<file path="config.mk">
export PLATFORM = sky130hd
export DESIGN_NAME = unpool_2x2_stream
export DESIGN_NICKNAME = d
export VERILOG_FILES = /design/src/rtl/unpool_2x2_stream_pkg.sv /design/src/rtl/unpool_line_buf.sv /design/src/rtl/unpool_2x2_stream.sv
export SDC_FILE = /design/constraint.sdc
export NUM_CORES = 1
export LEC_CHECK = 0
export ABC_AREA = 1
export BUFFER_PORTS_ARGS = -buffer_cell sky130_fd_sc_hd__buf_2
export CORE_MARGIN = 3
export CORE_UTILIZATION = 59
export DETAILED_ROUTE_END_ITERATION = 6
export PLACE_DENSITY = 0.83
export SYNTH_ARGS = -nofsm -noshare
export SYNTH_HDL_FRONTEND = slang
export SYNTH_SLANG_ARGS = --single-unit
export TNS_END_PERCENT = 100
</file>
<file path="constraint.sdc">
create_clock -name iCLK -period 2.8 [get_ports iCLK]
set_input_delay 0.42 -clock iCLK [delete_from_list [all_inputs] [get_ports iCLK]]
set_output_delay 0.42 -clock iCLK [all_outputs]
set_load 0.1 [all_outputs]
</file>
<file path="src/rtl/unpool_2x2_stream_pkg.sv">
// Shared defaults and state encoding for the 2x2 nearest-neighbour unpooling stage.
package unpool_2x2_stream_pkg;

  localparam int PW_DEF  = 15;
  localparam int PH_DEF  = 15;
  localparam int PWB_DEF = $clog2(PW_DEF);
  localparam int PHB_DEF = $clog2(PH_DEF);

  typedef enum logic {
    EVEN = 1'b0,
    ODD  = 1'b1
  } state_t;

endpackage

</file>
<file path="src/rtl/unpool_line_buf.sv">
// One row of pooled pixels, written during the first output row and replayed during the second.
module unpool_line_buf #(
  parameter int PW  = 15,
  parameter int PWB = 4
) (
  input  logic           clk,
  input  logic           clr,
  input  logic           wr_en,
  input  logic [PWB-1:0] wr_addr,
  input  logic           wr_data,
  input  logic [PWB-1:0] rd_addr,
  output logic           rd_data
);

  logic [PW-1:0] mem;

  always_ff @(posedge clk) begin
    if (clr) begin
      mem <= '0;
    end else if (wr_en) begin
      for (int i = 0; i < PW; i++) begin
        if (wr_addr == PWB'(i)) mem[i] <= wr_data;
      end
    end
  end

  // Compare-based decode keeps out-of-range addresses harmless (they read 0).
  always_comb begin
    rd_data = 1'b0;
    for (int i = 0; i < PW; i++) begin
      if (rd_addr == PWB'(i)) rd_data = mem[i];
    end
  end

endmodule

</file>
<file path="src/rtl/unpool_2x2_stream.sv">
// 2x nearest-neighbour upsampler for 1-bit pixel streams with valid/ready on both sides.
module unpool_2x2_stream
  import unpool_2x2_stream_pkg::*;
#(
  parameter int PW  = PW_DEF,
  parameter int PWB = PWB_DEF,
  parameter int PH  = PH_DEF,
  parameter int PHB = PHB_DEF
) (
  input  logic iCLK,
  input  logic iRSTn,
  input  logic iCLR,
  input  logic iEN,
  input  logic iDATA,
  output logic oREADY,
  output logic oVALID,
  output logic oDATA,
  input  logic iREADY,
  output logic oEOL,
  output logic oEOF
);

  state_t         state, state_nx;
  logic [PWB-1:0] col, col_nx;
  logic [PHB-1:0] row, row_nx;
  logic           phase, phase_nx;
  logic           valid_q, valid_nx;
  logic           data_q, data_nx;
  logic           eol_q, eol_nx;
  logic           eof_q, eof_nx;

  logic           clear;
  logic           last_col;
  logic           last_row;
  logic           xfer;
  logic           accept;
  logic [PWB-1:0] wr_addr;
  logic [PWB-1:0] rd_addr;
  logic           rd_data;

  assign clear    = !iRSTn || iCLR;
  assign last_col = (col == PWB'(PW - 1));
  assign last_row = (row == PHB'(PH - 1));
  assign xfer     = valid_q && iREADY;

  // In EVEN, valid_q doubles as the hold-register "full" flag.
  assign oREADY = !clear && (state == EVEN) &&
                  (!valid_q || (phase && iREADY && !last_col));
  assign accept = iEN && oREADY;

  // A pixel taken while the hold is still draining belongs to the next column.
  assign wr_addr = valid_q ? col + PWB'(1) : col;
  assign rd_addr = (state == ODD && !last_col) ? col + PWB'(1) : '0;

  unpool_line_buf #(
    .PW  (PW),
    .PWB (PWB)
  ) u_line_buf (
    .clk     (iCLK),
    .clr     (clear),
    .wr_en   (accept),
    .wr_addr (wr_addr),
    .wr_data (iDATA),
    .rd_addr (rd_addr),
    .rd_data (rd_data)
  );

  always_ff @(posedge iCLK) begin
    if (clear) begin
      state   <= EVEN;
      col     <= '0;
      row     <= '0;
      phase   <= 1'b0;
      valid_q <= 1'b0;
      data_q  <= 1'b0;
      eol_q   <= 1'b0;
      eof_q   <= 1'b0;
    end else begin
      state   <= state_nx;
      col     <= col_nx;
      row     <= row_nx;
      phase   <= phase_nx;
      valid_q <= valid_nx;
      data_q  <= data_nx;
      eol_q   <= eol_nx;
      eof_q   <= eof_nx;
    end
  end

  always_comb begin
    state_nx = state;
    col_nx   = col;
    row_nx   = row;
    phase_nx = phase;
    valid_nx = valid_q;
    data_nx  = data_q;
    eol_nx   = eol_q;
    eof_nx   = eof_q;

    case (state)
      EVEN: begin
        if (!valid_q) begin
          if (accept) begin
            valid_nx = 1'b1;
            data_nx  = iDATA;
            phase_nx = 1'b0;
            eol_nx   = 1'b0;
            eof_nx   = 1'b0;
          end
        end else if (xfer) begin
          if (!phase) begin
            phase_nx = 1'b1;
            eol_nx   = last_col;
          end else begin
            phase_nx = 1'b0;
            eol_nx   = 1'b0;
            if (last_col) begin
              // Start replaying the row straight away from column 0.
              state_nx = ODD;
              col_nx   = '0;
              valid_nx = 1'b1;
              data_nx  = rd_data;
            end else begin
              col_nx   = col + PWB'(1);
              valid_nx = accept;
              if (accept) data_nx = iDATA;
            end
          end
        end
      end

      ODD: begin
        if (xfer) begin
          if (!phase) begin
            phase_nx = 1'b1;
            eol_nx   = last_col;
            eof_nx   = last_col && last_row;
          end else begin
            phase_nx = 1'b0;
            eol_nx   = 1'b0;
            eof_nx   = 1'b0;
            if (last_col) begin
              state_nx = EVEN;
              col_nx   = '0;
              row_nx   = last_row ? '0 : row + PHB'(1);
              valid_nx = 1'b0;
            end else begin
              col_nx  = col + PWB'(1);
              data_nx = rd_data;
            end
          end
        end
      end

      default: state_nx = EVEN;
    endcase
  end

  assign oVALID = valid_q;
  assign oDATA  = data_q;
  assign oEOL   = eol_q;
  assign oEOF   = eof_q;

endmodule
</file>
==> After elaboration in Yosys (flattened, before gate mapping) <==
Index checks and enable logic that the tools add are counted.
{ "word_totals": {"memories": 0, "ff_bits": 29, "rom_bits": 0, "mem_bits_rw": 0, "inputBits": 6, "latch_bits": 0, "out_inout_bits": 5} }
{ "classes": {"reduce_logical": 35, "multipliers": 0, "shifts": 0, "n_mux": 62, "order_cmp": 0, "div_mod_pow": 0, "n_addsub": 2, "bitwise_logic": 1, "n_eq_ne": 40} }
{ "op_table": {"columns": ["cell", "n"], "rows": [
  ["== test 4 bit, second input constant", 16],
  ["two-way mux 1 bit", 48],
  ["== test 4 x 3 -> 1 bit, second input constant", 8],
  ["AND reduction 2 bit", 15],
  ["two-way mux 4 bit", 7],
  ["== test 4 x 2 -> 1 bit, second input constant", 4],
  ["one-hot mux 1 bit (2 select lines)", 6],
  ["!= test 3 bit, second input constant", 3],
  ["adder 4 x 1 -> 4 bit, second input constant", 2],
  ["== test 4 x 1 -> 1 bit, second input constant", 2],
  ["logical AND 1 bit", 8],
  ["logical NOT 4 bit", 2],
  ["!= test 2 bit, second input constant", 4],
  ["one-hot mux 4 bit (2 select lines)", 1],
  ["!= test 2 x 1 -> 1 bit, second input constant", 3],
  ["AND reduction 3 bit", 2],
  ["AND reduction 5 bit", 1],
  ["logical NOT 1 bit", 4],
  ["AND reduction 4 bit", 1],
  ["logical OR 1 bit", 2],
  ["inverter 1 bit", 1]
]} }

==> Logic depth before layout (Yosys ltp) <==
Gate-level depths: netlist of the first run.
{ "depth": {"depth_word": 25, "depth_mapped": 17, "mapped_depth_nobuf": 17} }

==> Cells and area by module <==
A second synthesis of the first run with hierarchy kept.
{ "hier_totals": {"cells_unflattened": 258, "area_unflattened_um2": 1662.8} }
{ "by_module_without_submodules": {"columns": ["module", "seq_area_each_um2", "area_per_inst_um2", "n_inst", "cells_each"], "rows": [
  ["unpool_2x2_stream", 280.3, 835.8, 1, 127],
  ["unpool_line_buf", 300.3, 827.0, 1, 131]
]} }

==> Worst setup path before layout of the first run <==
No wires, ideal clock.
{ "synth_timing": {"path_type": "reg-to-reg", "start": "register col[0]", "end": "register u_line_buf.mem[2]", "path_stages_with_launch": 14, "required_time_ps": 2666, "path_buffers": 0, "synth_period_minus_slack_ps": 2779, "setup_time_ps": 134, "arrival_time_ps": 2645, "slack_ps": 21, "path_cell_list": "dfxtp_1 inv_2 ha_1 nand3_2 nand3_1 nand2_1 inv_2 nor3_4 nand2_2 or2_4 nor2_4 inv_2 o21ai_1 a21oi_1"} }
{ "synth_between": {"elab_chain_len": 7, "word_cells_on_any_way": 10, "classes_between": "1 x add/sub; 2 x eq/ne; 1 x mux; 6 x reduce/logical"} }
{ "synth_rtl": {"columns": ["element", "line", "source"], "rows": [
  ["from (decl)", "unpool_2x2_stream.sv:24", "logic [PWB-1:0] col, col_nx;"],
  ["from (signal assigned)", "unpool_2x2_stream.sv:80", "col <= col_nx;"],
  ["== test 4 bit", "unpool_2x2_stream.sv:42", "assign last_col = (col == PWB'(PW - 1));"],
  ["logical NOT 1 bit", "unpool_2x2_stream.sv:48", "(!valid_q || (phase && iREADY && !last_col));"],
  ["logical AND 1 bit", "unpool_2x2_stream.sv:48", null],
  ["logical OR 1 bit", "unpool_2x2_stream.sv:48", null],
  ["logical AND 1 bit", "unpool_2x2_stream.sv:47", "assign oREADY = !clear && (state == EVEN) &&"],
  ["net oREADY", "unpool_2x2_stream.sv:15", "output logic oREADY,"],
  ["logical AND 1 bit", "unpool_2x2_stream.sv:49", "assign accept = iEN && oREADY;"],
  ["AND reduction 2 bit (no line)", null, null],
  ["to (signal, indexed assignment)", "unpool_line_buf.sv:22", "if (wr_addr == PWB'(i)) mem[i] <= wr_data;"],
  ["to (decl)", "unpool_line_buf.sv:15", "logic [PW-1:0] mem;"]
]} }
The timed path passes the listed nets, and every way through them passes these cells.
A chain may end at the register's enable or synchronous reset.

==> Final worst setup path of the first run <==
{ "layout_timing": {"start": "register col[0]", "end": "output oREADY"} }
{ "layout_between": {"elab_chain_len": 5} }
{ "layout_rtl": {"columns": ["element", "line"], "rows": [
  ["== test 4 bit", "unpool_2x2_stream.sv:42"],
  ["logical NOT 1 bit", "unpool_2x2_stream.sv:48"],
  ["logical AND 1 bit", "unpool_2x2_stream.sv:48"],
  ["logical OR 1 bit", "unpool_2x2_stream.sv:48"],
  ["logical AND 1 bit", "unpool_2x2_stream.sv:47"],
  ["to (decl)", "unpool_2x2_stream.sv:15"]
]} }
Every way passes these cells.

==> results.yml, run 1 <==
run_status:
  status: "finished, final reports clean"
worst_setup_path:
  end_kind: "primary output"
  critPathKind: "reg -> out"
  crit_fanout: 7
  crit_arrival_ns: 2.08
  required_ns: 2.38
  startpoint_type: "flip-flop"
layout:
  ff_latch_area_um2: 581
  design_area_um2: 1830
  multi_input_area_um2: 947
  drive_gt1_share_pct: 20.5
  fillers: 224
  fin_nets: 271
  insertedDiodeCount: 0
  fin_util_pct: 69.9
  final_cells: 294
  areaGrowthSynthToFinish_pct: 7.28
clock_network:
  cts.sinks: 29
  cts_tree: "built"
  h-tree-depth: 2
  ctsRootBufferMaster: "clkbuf_4"
  cts_hold_buf: 0
  insertion_delay_ns: 0.32
  cts.path.max_buffers: 2
  clkTransAtPathRegs_ns: 0.10
  cts_resized: 0
  post_cts_buffers: 0
  cts_made_buffers: 5
sta:
  clock_skew_ns: 0.0189
  drv_slew: 0
  fmax_ghz: 0.400
  rsz0062_at_grt: "false"
  slew_headroom_pct: 65.0
  tightest_slew_ns: 0.524
  setup_viol: 0
  min_period_over_period_pct: 89.2
  hold_violations: 0
  setup_tns_ns: 0
  layout_min_cycle_time_ns: 2.50
power_and_ir_drop:
  p_leak_uw: 0.000707
  vdd_ir_drop_max_mv: 0.392
  cellPowerDensity_nw_per_um2: 387
  total_power_uw: 707
yosys:
  avgSynthCellArea_um2: 6.81
  synth_edf_count: 0
  synth_commonest_cells: "nand2_1, a21oi_1, dfxtp_1, inv_1, nand3_1"
  synth_fp_nets: 258
  synth.most_common_cell: "nand2_1"
  ys_ff_latch: 29
  ys_async_sr_fraction_pct: 0
  yosysWarnings: 0
  synth_cell_type_count: 34
  synth_area_leader_cell: "dfxtp_1"
  synthTopCellsByArea: "dfxtp_1, nand2_1, a21oi_1"
  netlist_area_um2: 1700
  synth.yosys.seq_area_share_pct: 34.1
  yosysTopAreaCellShare_pct: 34.1
  synth_flop_cell: "dfxtp_1"
  synth_cells: 250
route:
  via_count: 1692
  wl_per_cell_um: 13.6
  drc: 0
  ant_nets: 0
  drt_iter0_markers: 136
  routed_wl_mm: 3.99
  viasPerCell: 5.76
  drt_pass1_iterations: 5
die:
  fp.dieW_um: 59.7
  initial_core_util_pct: 65.1
  io_pins: 11
  die_area_um2: 3560
  fp-row-count: 18
  core_um2: 2610
  die_h_um: 59.7
place:
  hpwl_mm: 3.04
  placed_area_um2: 1780
  dp_cells: 286
  finalWeightedCongestion: 0.937
  port_buffers: 10
global_route:
  antenna_found_initial: 0
  grt_use_total_pct: 24.8
  grt_overflow: 0
  grt_pass1_vias: 1535
  grt_max_degree: 24
  grt_pass1_wl_mm: 6.78
run:
  maxCapViolCount: 0
worst_hold_path:
  hp-class: "in -> reg"
## area by class of cell
| type | count | share of cell area [%] |
|---|---|---|
| multi-input cells | 176 | 51.9 |
| repair buffers | 12 | 3.56 |
| inverters | 39 | 8.02 |
| clock buffers | 8 | 2.67 |
| well taps | 30 | 2.06 |
| flip-flops and latches | 29 | 31.8 |
## cell usage in the layout (no fill, tap or decap)
cell | Yosys | final
a41oi_1 | 1 | 1
inv_1 | 23 | 23
or2_4 | 1 | 1
or2_2 | 2 | 2
nand2_2 | 1 | 1
o211ai_1 | 3 | 3
dfxtp_1 | 29 | 29
nor2_2 | 7 | 7
o21ai_0 | 9 | 9
nor4_1 | 2 | 2
o21ai_2 | 1 | 1
nor3_1 | 13 | 13
nand3_1 | 22 | 22
a221o_1 | 1 | 1
o31ai_1 | 2 | 2
nor2_1 | 16 | 16
nand4_1 | 2 | 2
inv_2 | 15 | 15
nand2_1 | 42 | 42
nand3_2 | 1 | 1
xor2_2 | 1 | 1
clkbuf_1 | 4 | 3
buf_4 | 1 | 2
o21ba_2 | 1 | 1
a21oi_1 | 29 | 29
nor2_4 | 4 | 4
clkinv_1 | 1 | 1
xor2_1 | 2 | 2
nor3_2 | 2 | 2
nor3_4 | 1 | 1
nor3b_1 | 1 | 1
clkbuf_4 | 0 | 5
buf_2 | 1 | 10
ha_1 | 2 | 2
o21ai_1 | 7 | 7
## flip-flops by register name, indices dropped and copies added (netlist names)
signal          cells
u_line_buf.mem     15
oDATA               1
phase               1
state               1
oVALID              1
oEOL                1
col                 4
oEOF                1
row                 4
## logic make-up (layout without fill, tap and decap cells)
| kind of cell | count (synthesis) | count (layout) | share of synthesized area (%) |
|---|---|---|---|
| flops | 29 | 29 | 34.1 |
| compound gates | 54 | 54 | 17.6 |
| buf+inv | 45 | 59 | 10.2 |
| fa+ha+maj | 2 | 2 | 1.47 |
| xor+xnor | 3 | 3 | 1.99 |
| simple gates | 117 | 117 | 34.6 |
## worst paths after layout
kind	start	endpoint	slack, ns	cells after the start
max	col[0]$_SDFFE_PP0P_	oREADY	0.30	8
min	iCLR	oEOL$_SDFFE_PP0P_	0.39	4
max reg2reg	col[0]$_SDFFE_PP0P_	oDATA$_SDFFE_PP0P_	0.48	15
min reg2reg	oEOL$_SDFFE_PP0P_	oEOL$_SDFFE_PP0P_	0.47	2
## critical path: stages, from the launching register on
cell and delay, ns:
dfxtp_1 0.49, inv_2 0.10, ha_1 0.22, nand3_2 0.13
nand3_1 0.08, nand2_1 0.07, inv_2 0.05, nor3_4 0.13
buf_2 0.46
## through the flow
| step | hold WS [ns] | setup slack [ns] |
|---|---|---|
| floorplan | 0.439 | 0.0205 |
| global placement | 0.446 | 0.555 |
| detailed placement | 0.452 | 0.521 |
| CTS | 0.384 | 0.296 |
| global route | 0.410 | 0.181 |
| finish | 0.388 | 0.301 |
## power breakdown
group	internal [µW]	leakage [µW]	switching (µW)	total [µW]
Clock	100	0.0000265	137	237
Sequential	413	0.000234	1.96	415
Combinational	13.0	0.000447	42.6	55.6
## routing by layer
| metal | global-route usage [%] | part of all wire (%) | wire length [µm] |
|---|---|---|---|
| met5 | 0 | 0 | 0 |
| met4 | 6.65 | 0.90 | 36 |
| met3 | 4.10 | 6.8 | 271 |
| met2 | 38.9 | 46 | 1840 |
| met1 | 35.1 | 46 | 1850 |
Power figures use the tool's default switching activity.
==> inputs of run 2 (changes only) <==
Settings changed: CORE_UTILIZATION 59 to 54, MAX_ROUTING_LAYER from default to met4, PLACE_DENSITY 0.83 to 0.8.
Clock period 2.8 ns to 2 ns, I/O delays scaled along.
==> results.yml, run 2 (synthesis gave the netlist of run 1 again) <==
run_status:
  status: "complete, but fails checks"
  violations: "setup timing"
sta:
  fmax_ghz: 0.498
  setup_ws_ns: -0.00665
  tightest_slew_ns: 0.584
  setup_viol: 1
  slew_headroom_pct: 60.7
  drv_slew: 0
  min_period_over_period_pct: 100
  clock_skew_ns: 0.00945
  layout_min_cycle_time_ns: 2.01
  hold_violations: 0
  hold_ws_ns: 0.300
  rsz0062_at_grt: "true"
layout:
  areaGrowthSynthToFinish_pct: 22.8
  fin_util_pct: 72.6
  fin_nets: 286
  layout_common_cells: "nand2_1, a21oi_1, dfxtp_1"
  largest_reg_flops: 15
  drive_gt1_share_pct: 30.8
  insertedDiodeCount: 0
  largestRegisters: "u_line_buf.mem (15), col (4), row (4)"
  final_common_cell: "nand2_1"
  top_register: "u_line_buf.mem"
worst_setup_path:
  crit_path_top_delay_cell: "dfxtp_4"
  required_ns: 2.22
  r2r_start: "col[0]$_SDFFE_PP0P_"
  crit_fanout: 7
  crit_arrival_ns: 2.22
  critPathKind: "reg -> reg"
  crit_chain: "inv_4, ha_4, nand3_4, nand3_2, nand2_2, inv_2, nor3_4, nand2_2, or2_4, nor2_4, inv_2, o21ai_1, a21oi_1"
  startpoint_type: "flip-flop"
  max_stage_delay_ns: 0.38
  end_kind: "flip-flop"
  crit_path_start: "col[0]$_SDFFE_PP0P_"
die:
  fp.dieW_um: 62.1
  fp-row-count: 19
  core_um2: 2880
  die_area_um2: 3860
  die_h_um: 62.1
  io_pins: 11
  initial_core_util_pct: 59.2
place:
  hpwl_mm: 3.15
  port_buffers: 10
  post-place-ws_ns: 0.00919
  finalWeightedCongestion: 0.976
global_route:
  antenna_found_initial: 0
  grt_pass1_wl_mm: 7.27
  grt_max_degree: 24
  grt_use_total_pct: 23.7
  grt_overflow: 0
  grt_pass1_vias: 1614
clock_network:
  ctsRootBufferMaster: "clkbuf_4"
  cts.path.max_buffers: 2
  cts.sinks: 29
  insertion_delay_ns: 0.33
  cts_tree: "built"
  cts_made_buffers: 5
  h-tree-depth: 2
  clkTransAtPathRegs_ns: 0.09
  cts_hold_buf: 0
route:
  via_count: 1746
  drc: 0
  drt_pass1_iterations: 4
  viasPerCell: 5.44
  wl_per_cell_um: 13.6
  drt_iter0_markers: 107
  routed_wl_mm: 4.36
  ant_nets: 0
worst_hold_path:
  hp-class: "in -> reg"
  hold_start: "iEN"
power_and_ir_drop:
  cellPowerDensity_nw_per_um2: 541
  p_leak_uw: 0.000813
  vdd_ir_drop_max_mv: 0.368
run:
  maxCapViolCount: 0
## run 2: critical path, delay by kind of cell, from the launching register on
kind,cells,cell delay (ns)
AND/OR/NAND/NOR,7,1.00
flip-flops,1,0.38
AO/OA/AOI/OAI,2,0.20
buffers and inverters,3,0.17
adder cells (fa/ha/maj),1,0.15
## run 2: power by group
| group | internal [µW] | switching [µW] | total, µW |
|---|---|---|---|
| clock | 248 | 208 | 456 |
| sequential | 576 | 1.69 | 578 |
| combinational | 30.0 | 67.3 | 97.4 |
## run 2: what timing repair did
item / in CTS / in global routing
resized for setup: 1 / 6
endpoints found under the setup margin: 4 / 17
cloned: 0 / 0
pin swaps: 2 / 1
setup buffers: 1 / 5
## run 2: final timing paths
check	endpoint	slack, ns	cells past startpoint
hold / removal	phase$_SDFFE_PP0P_	0.30	4
setup reg to reg	u_line_buf.mem[10]$_SDFFE_PP0P_	-0.007	13
hold reg to reg	oEOL$_SDFFE_PP0P_	0.46	2
setup / recovery	u_line_buf.mem[10]$_SDFFE_PP0P_	-0.007	13
## run 2: metrics by stage
stage                     setup TNS, ns  total power (µW)  cell area, µm²  instances
final                          -0.00665              1130            2090        321
after global routing              -1.09              1180            2090        321
after CTS                             0              1140            2030        316
after detailed placement              0               682            1940        307
after global placement                0               682            1940        307
after floorplan                  -10.29               654            1770        250
## run 2: routing by layer
layer	routed length (µm)	track usage (%)	vias to the layer above
met4	93	8.01	0
met3	200	5.77	10
met5	0	-	-
met2	1960	35.5	43
li1	-	-	883
met1	2110	31.5	810
## run 2: layout make-up
cell class | count | area, µm²
repair buffers | 27 | 196
multi-input cells | 176 | 1020
inverters | 39 | 149
fillers | 237 | 787
clock buffers | 8 | 80.1
well taps | 42 | 52.6
flip-flops and latches | 29 | 589
==> inputs of run 3 (changes only) <==
Settings changed: CORE_UTILIZATION 54 to 59, PLACE_DENSITY 0.8 to 0.83.
Clock period 2 ns to 2.3 ns, I/O delays scaled along.
==> results.yml, run 3 (synthesis gave the netlist of run 1 again) <==
run_status:
  status: "finished, final reports clean"
global_route:
  use_met3_pct: 8.21
  grt_overflow: 0
  grt_pass1_wl_mm: 6.98
  grt_pass1_vias: 1545
  grt_use_total_pct: 27.2
  busiest_layer: "met2"
  grt_util_met2_pct: 39.0
  antenna_found_initial: 0
  grt_use_met1_pct: 37.1
  grt_max_degree: 24
die:
  core_um2: 2610
  die_area_um2: 3560
  fp-row-count: 18
  initial_core_util_pct: 65.1
  fp.dieW_um: 59.7
  die_h_um: 59.7
  io_pins: 11
clock_network:
  ctsRootBufferMaster: "clkbuf_4"
  cts_tree: "built"
  post_cts_buffers: 0
  insertion_delay_ns: 0.33
  cts_resized: 0
  cts_made_buffers: 5
  cts_hold_buf: 0
  cts.path.max_buffers: 2
  h-tree-depth: 2
  clkTransAtPathRegs_ns: 0.09
  cts.sinks: 29
place:
  post-place-ws_ns: 0.199
  hpwl_mm: 3.08
  port_buffers: 10
  finalWeightedCongestion: 0.898
layout:
  areaGrowthSynthToFinish_pct: 15.3
  fin_nets: 276
  largest_reg_flops: 15
  final_common_cell: "nand2_1"
  multi_input_area_um2: 1000
  insertedDiodeCount: 0
  layout_common_cells: "nand2_1, a21oi_1, dfxtp_1"
  largestRegisters: "u_line_buf.mem (15), col (4), row (4)"
  fillers: 220
  drive_gt1_share_pct: 26.0
  ff_latch_area_um2: 586
  top_register: "u_line_buf.mem"
sta:
  tightest_slew_ns: 0.556
  hold_violations: 0
  slew_headroom_pct: 62.6
  rsz0062_at_grt: "false"
  min_period_over_period_pct: 95.3
  setup_ws_ns: 0.109
  clock_skew_ns: 0.00918
  drv_slew: 0
  setup_viol: 0
  layout_min_cycle_time_ns: 2.19
  fmax_ghz: 0.456
  setup_tns_ns: 0
route:
  viasPerCell: 5.67
  drt_iter0_markers: 136
  drc: 0
  routed_wl_mm: 4.18
  ant_nets: 0
  wl_per_cell_um: 14.0
  drt_pass1_iterations: 6
  via_count: 1694
power_and_ir_drop:
  cellPowerDensity_nw_per_um2: 499
  vdd_ir_drop_max_mv: 0.572
  p_leak_uw: 0.000753
worst_setup_path:
  max_stage_delay_ns: 0.41
  path_buf_inv: 3
  crit_fanout: 7
  rrSetupSlack_ns: 0.15
  reg2reg_depth: 13
  startpoint_type: "flip-flop"
  r2r_start: "col[0]$_SDFFE_PP0P_"
  crit_path_top_delay_cell: "dfxtp_4"
  end_kind: "primary output"
  critPathKind: "reg -> out"
  crit_arrival_ns: 1.85
  required_ns: 1.96
  reg2reg_to: "u_line_buf.mem[14]$_SDFFE_PP0P_"
  crit_chain: "inv_4, ha_4, nand3_4, nand3_2, nand2_1, inv_2, nor3_4, clkbuf_4"
  cp_top_family: "simple AND/OR/NAND/NOR gates"
worst_hold_path:
  min_to: "phase$_SDFFE_PP0P_"
  hp-class: "in -> reg"
  hold_start: "iEN"
  hold_depth: 4
run:
  maxCapViolCount: 0
-- run 3: worst register-to-register path: cells and delay by family (launching register included) --
kind,cells,cell delay [ns]
buffers and inverters,3,0.20
AO/OA/AOI/OAI,2,0.22
adder cells (fa/ha/maj),1,0.16
AND/OR/NAND/NOR,7,1.07
flip-flops,1,0.41
-- run 3: power breakdown --
group	internal, µW	leakage, µW	total [µW]	switching (µW)
combinational	19.5	0.000474	74.9	55.4
sequential	502	0.000235	504	2.44
clock	216	0.0000437	399	183
-- run 3: worst max path at each step --
| stage | slack [ns] | cells past startpoint | endpoint | from |
|---|---|---|---|---|
| after floorplan | -0.39 | 13 | u_line_buf.mem[2]$_SDFFE_PP0P_ | col[0]$_SDFFE_PP0P_ |
| final | 0.11 | 8 | oREADY | col[0]$_SDFFE_PP0P_ |
| after CTS | 0.04 | 8 | oREADY | col[0]$_SDFFE_PP0P_ |
| after global placement | 0.24 | 13 | u_line_buf.mem[14]$_SDFFE_PP0P_ | col[0]$_SDFFE_PP0P_ |
| after global routing | 0.02 | 8 | oREADY | col[0]$_SDFFE_PP0P_ |
| after detailed placement | 0.20 | 13 | u_line_buf.mem[14]$_SDFFE_PP0P_ | col[0]$_SDFFE_PP0P_ |
-- run 3: routing by layer --
layer	vias up	wire, µm	share of wire (%)
met5	-	0	0
met4	0	46	1.1
li1	872	-	-
met2	57	1900	45
met1	759	1940	47
met3	6	291	7.0
-- run 3: area by class of cell --
cell class | count | area share [%]
Sequential cell | 29 | 29.8
Timing Repair Buffer | 17 | 5.36
Multi-Input combinational cell | 176 | 51.2
Tap cell | 30 | 1.91
Clock buffer | 8 | 4.08
Inverter | 39 | 7.59
-- run 3: metrics by stage --
| stage | cell area (µm²) | power (µW) | util, % | instances | hold WS [ns] |
|---|---|---|---|---|---|
| 5_1_grt | 1960 | 1020 | 75.1 | 299 | 0.376 |
| 4_1_cts | 1960 | 982 | 75.0 | 299 | 0.355 |
| 6_report | 1960 | 978 | 75.1 | 299 | 0.354 |
| 3_5_place_dp | 1880 | 589 | 71.9 | 291 | 0.449 |
| 2_1_floorplan | 1770 | 570 | - | 250 | 0.439 |
| 3_3_place_gp | 1880 | 589 | 71.9 | 291 | 0.442 |
